`src/rtl/booth_pkg.sv`:
```
// Shared types and helpers for the radix-4 Booth multiplier.
// Digit decoding lives here so the recoder and any checker agree.
package booth_pkg;

  typedef enum logic [2:0] {
    ZERO,
    P1,
    P2,
    M1,
    M2
  } booth_digit_t;

  typedef enum logic {
    IDLE,
    RUN
  } state_t;

  // Iterations needed to consume a WIDTH+2 bit extended multiplier.
  function automatic int booth_iters(input int width);
    return width / 2 + 1;
  endfunction

  function automatic booth_digit_t booth_decode(input logic [2:0] window);
    booth_digit_t d;
    d = ZERO;
    case (window)
      3'b001, 3'b010: d = P1;
      3'b011:         d = P2;
      3'b100:         d = M2;
      3'b101, 3'b110: d = M1;
      default:        d = ZERO;
    endcase
    return d;
  endfunction

endpackage

```
`src/rtl/booth_r4_recoder.sv`:
```
// Radix-4 Booth recoder: maps a 3-bit window onto a signed addend
// of WIDTH+3 bits so that +/-2A always fits.
module booth_r4_recoder
  import booth_pkg::*;
#(
  parameter int WIDTH = 12
) (
  input  logic [2:0]       window,
  input  logic [WIDTH+1:0] a_ext,
  output logic [WIDTH+2:0] addend
);

  booth_digit_t     digit;
  logic [WIDTH+2:0] a1;
  logic [WIDTH+2:0] a2;

  assign digit = booth_decode(window);
  assign a1    = {a_ext[WIDTH+1], a_ext};
  assign a2    = {a_ext, 1'b0};

  always_comb begin
    addend = '0;
    unique case (1'b1)
      digit == P1: addend = a1;
      digit == P2: addend = a2;
      digit == M1: addend = -a1;
      digit == M2: addend = -a2;
      default:     addend = '0;
    endcase
  end

endmodule

```
`src/rtl/booth_mult_r4.sv`:
```
// Sequential radix-4 Booth multiplier, signed or unsigned per op.
// One product every WIDTH/2+1 cycles; prod holds between ops.
module booth_mult_r4
  import booth_pkg::*;
#(
  parameter int WIDTH = 12
) (
  input  logic                 clk,
  input  logic                 rst,
  input  logic                 start,
  input  logic                 signed_mode,
  input  logic [WIDTH-1:0]     multiplicand,
  input  logic [WIDTH-1:0]     multiplier,
  output logic                 ready,
  output logic                 done,
  output logic [2*WIDTH-1:0]   prod
);

  localparam int N  = booth_iters(WIDTH);
  localparam int CW = $clog2(N + 1);
  localparam int XW = WIDTH + 2;
  localparam int AW = WIDTH + 3;

  if (WIDTH % 2 != 0 || WIDTH < 4) begin : g_bad_width
    $error("booth_mult_r4: WIDTH must be even and >= 4");
  end

  state_t           state;
  logic [CW-1:0]    cnt;
  logic [AW-1:0]    acc;
  logic [XW-1:0]    a_ext;
  logic [XW-1:0]    b_sh;
  logic             lost;
  logic [AW-1:0]    addend;
  logic [AW-1:0]    sum;
  logic [AW+XW-1:0] pair;
  logic [XW-1:0]    a_in;
  logic [XW-1:0]    b_in;

  booth_r4_recoder #(
    .WIDTH(WIDTH)
  ) u_rec (
    .window({b_sh[1:0], lost}),
    .a_ext (a_ext),
    .addend(addend)
  );

  assign sum  = acc + addend;
  assign pair = $signed({sum, b_sh}) >>> 2;

  // Zero extension keeps the top digit non-negative in unsigned mode.
  assign a_in = signed_mode ? {{2{multiplicand[WIDTH-1]}}, multiplicand}
                            : {2'b00, multiplicand};
  assign b_in = signed_mode ? {{2{multiplier[WIDTH-1]}}, multiplier}
                            : {2'b00, multiplier};

  always_ff @(posedge clk) begin
    if (rst) begin
      state <= IDLE;
      ready <= 1'b1;
      done  <= 1'b0;
      prod  <= '0;
      cnt   <= '0;
      acc   <= '0;
      a_ext <= '0;
      b_sh  <= '0;
      lost  <= 1'b0;
    end else begin
      done <= 1'b0;
      unique case (state)
        IDLE: begin
          if (start) begin
            state <= RUN;
            ready <= 1'b0;
            a_ext <= a_in;
            b_sh  <= b_in;
            acc   <= '0;
            lost  <= 1'b0;
            cnt   <= CW'(N);
          end
        end
        RUN: begin
          acc  <= pair[AW+XW-1 -: AW];
          b_sh <= pair[XW-1:0];
          lost <= b_sh[1];
          cnt  <= cnt - CW'(1);
          if (cnt == CW'(1)) begin
            prod  <= pair[2*WIDTH-1:0];
            done  <= 1'b1;
            ready <= 1'b1;
            state <= IDLE;
          end
        end
        default: state <= IDLE;
      endcase
    end
  end

endmodule

```
`config.mk`:
```
export PLATFORM = sky130hd
export DESIGN_NAME = booth_mult_r4
export DESIGN_NICKNAME = d
export VERILOG_FILES = /design/src/rtl/booth_pkg.sv /design/src/rtl/booth_r4_recoder.sv /design/src/rtl/booth_mult_r4.sv
export SDC_FILE = /design/constraint.sdc
export NUM_CORES = 1
export LEC_CHECK = 0
export BUFFER_PORTS_ARGS = -buffer_cell sky130_fd_sc_hd__buf_4
export CORE_MARGIN = 10
export CORE_UTILIZATION = 63
export DETAILED_ROUTE_END_ITERATION = 16
export PLACE_DENSITY = 0.86
export SETUP_SLACK_MARGIN = 0.1
export SKIP_CTS_REPAIR_TIMING = 1
export SYNTH_ARGS = -nofsm -noshare
export SYNTH_HDL_FRONTEND = slang
export SYNTH_SLANG_ARGS = --single-unit
```
`constraint.sdc`:
```
create_clock -name clk -period 5.9 [get_ports clk]
set_input_delay 0 -clock clk [delete_from_list [all_inputs] [get_ports clk]]
set_output_delay 0 -clock clk [all_outputs]
set_load 0.01 [all_outputs]
```
==> metrics.cfg <==
[sta]
max_clock_freq_mhz=264
finalCritPeriodShare=0.642
timing.final.setup_violations=0
rsz0062_at_grt=false
worst-slew-pin-transition_ns=1.03
post-route-worst-setup-slack_ns=2.11
setup_tns_ns=0
slew_headroom=0.314
setup_skew_ns=0.0112
number_of_max_slew_violations_in_the_final_report=0
final_count_of_hold_timing_violations=1
final.hold.worst_slack_ns=-0.00223
min_period_ns=3.79

[route]
wl_met2_mm=4.81
route.top_layer_used=met4
wl_met3_um=627
post_drt_wl_per_cell_um=16.2
route.detailed.drc=0
final_antenna_net_count=0
drt_wl_total_mm=10.1
vias=3817
dr.first_iter.drc_count=288
wl_met1_mm=4.44
vias_per_cell=6.11
drt_pre_antenna_iters=5

[power]
leakage_nw=2.05
internal_power_mw=0.808
switching_power_total_mw=0.350
p_per_area_nw_per_um2=242
share_seq_of_total_power=0.455
sw_frac_of_total=0.302
power.share.clock=0.341
irDropWorstVdd_uv=189
combinationalPowerShare=0.204

[outcome]
run_status=finished with violations
violations_in_the_final_reports=negative hold slack

[placement]
hpwl_mm=7.20
place.gp.congestion=0.974
numPortBuffers=53
pre_cts_ws_ns=2.18
numPlacedInstances=596

[clock_network]
root_buffer=clkbuf_8
tritoncts_clock_tree=built
clock_pin_slew_on_the_worst_setup_and_hold_paths_ns=0.08
worstSkewPairLatency_ns=0.36
cts_inserted_buffers=9
cts_max_path_buffers=2
cts_htree_levels=3
cts.sink_count=71

[logic_synthesis]
synth_fp_nets=542
ys_types=59
post_synth_instance_area_um2=4100
synth.cells.most_frequent=71 x dfxtp_1, 57 x a21oi_1, 54 x nand2_1
syn_inst=496
yosysMostFrequentCell=dfxtp_1
yosysTopAreaCell=dfxtp_1
ys_seq_elements=71
yosys-top-cells-area=dfxtp_1 35%, a21oi_1 7.0%, ha_1 5.2%
post-synth-top-area-fraction=0.346
ys.flop_type=dfxtp_1
synth_enable_flop_cells=0
postSynthAreaPerCell_um2=8.27
synth-async-reset-ratio=0
yosys_warnings=0
ys_seq_area_frac=0.346

[floorplan]
ios=54
die_width_um=101
initial_core_util=0.646
rows=29
die_y_um=101
dieArea_um2=10100
design.core.area_um2=6350

[final_layout]
synth_to_final_area_change_pct=16.7
diodes=0
finish.cell_count_without_fillers=625
num-nets-final=590
fraction_of_layout_instances_using_a_drive_strength_above_1=0.164
layout.core_utilization=0.754

[critical_path]
cp_data_arrival_time_ns=4.03
critical_path_required_ns=6.14
crit_type=register to register
crit_path_max_fanout=6
crit_path_start_kind=register
endpoint_kind=register

[global_routing]
global_route_wire_length_before_repair_mm=16.4
overflow=0
grt_util_all_layers=0.197
grt_antenna_before_repair=0
first_global_vias=3560
maximum_number_of_pins_on_one_net_before_global_route_repair=47

[min_path]
holdCritPathClass=primary input to register

[job]
number_of_max_cap_violations=0

==> power groups by stage <==
stage / sequential (mW) / clock [mW] / combinational [mW]
after CTS: 0.526 / 0.399 / 0.226
after global placement: 0.535 / 0 / 0.218
after floorplan: 0.526 / 0 / 0.179
after global routing: 0.530 / 0.416 / 0.261
final: 0.526 / 0.395 / 0.236
after detailed placement: 0.537 / 0 / 0.225
==> cell families after synthesis <==
group,count (synthesis),synth area share
xor gates and xnor gates,24,0.0512
DFF,71,0.346
buffers and inverters,46,0.0543
and+or+nand+nor,170,0.198
muxes,20,0.0555
AOI/OAI and AO/OA,147,0.238
adders and majority gates,18,0.0567
==> routing by layer <==
layer / track usage / up-vias
met5: 0 / -
met4: 0.0967 / 0
met3: 0.0487 / 20
met2: 0.317 / 135
met1: 0.238 / 1801
li1: - / 1861
==> final timing paths <==
path / slack, ns / end / cells past startpoint / from
hold reg to reg: 0.46 / prod[13] / 2 / prod[13]
hold / removal: -0.002 / b_sh[7] / 5 / multiplier[7]
setup reg to reg: 2.11 / acc[10] / 14 / a_ext[3]
setup / recovery: 2.11 / acc[10] / 14 / a_ext[3]
==> area by class of cell <==
class | count | area, um^2
clock buffer | 10 | 138
clock inverter | 5 | 58.8
fill | 486 | 1560
inverter | 12 | 45.0
multi-input combinational | 379 | 2460
sequential | 71 | 1420
tap | 77 | 96.3
timing repair buffer | 71 | 568
==> worst max-delay path, stage by stage, from the launching register on <==
cell	delay, ns
dfxtp_1	0.40
nor2_2	0.21
nand2_1	0.20
nor3_1	0.29
nand2b_1	0.16
xnor2_1	0.11
a221oi_1	0.33
a21oi_1	0.10
ha_1	0.41
a21o_1	0.23
o311a_1	0.42
a21boi_0	0.40
o21bai_1	0.17
xnor2_1	0.15
o21ai_0	0.08
==> flip-flops by register name (all words and copies together) (netlist names), 3 cells and up <==
register and flops:
acc 13, b_sh 14, a_ext 13, cnt 3, prod 24
==> stage by stage <==
step / instance area (um^2) / power [mW]
3_5_place_dp: 4450 / 0.762
4_1_cts: 4650 / 1.15
3_3_place_gp: 4450 / 0.753
2_1_floorplan: 4100 / 0.705
5_1_grt: 4790 / 1.21
6_report: 4790 / 1.16
==> layout by cell type (no fill, tap or decap), types with 3 or more instances in the layout <==
cell type | netlist | layout
clkbuf_8 | 2 | 10
and2_1 | 3 | 3
o211ai_1 | 3 | 3
mux2i_1 | 16 | 16
xnor2_1 | 18 | 18
inv_1 | 12 | 12
nand2b_1 | 10 | 10
a21o_1 | 7 | 7
dlygate4sd3_1 | 0 | 14
a21oi_1 | 57 | 56
nand3_1 | 10 | 10
dfxtp_1 | 71 | 71
a211oi_1 | 7 | 7
o21bai_1 | 6 | 6
nor2_1 | 51 | 51
nand4_1 | 3 | 3
o21ai_0 | 16 | 16
a31oi_1 | 5 | 5
a22o_1 | 24 | 24
xor2_1 | 6 | 6
a22oi_1 | 3 | 3
ha_1 | 17 | 17
nand2_1 | 54 | 54
nor3_1 | 13 | 13
nor3b_1 | 5 | 5
nor2b_1 | 5 | 5
buf_4 | 1 | 57
a221oi_1 | 4 | 4
Power figures use the tool's default switching activity.
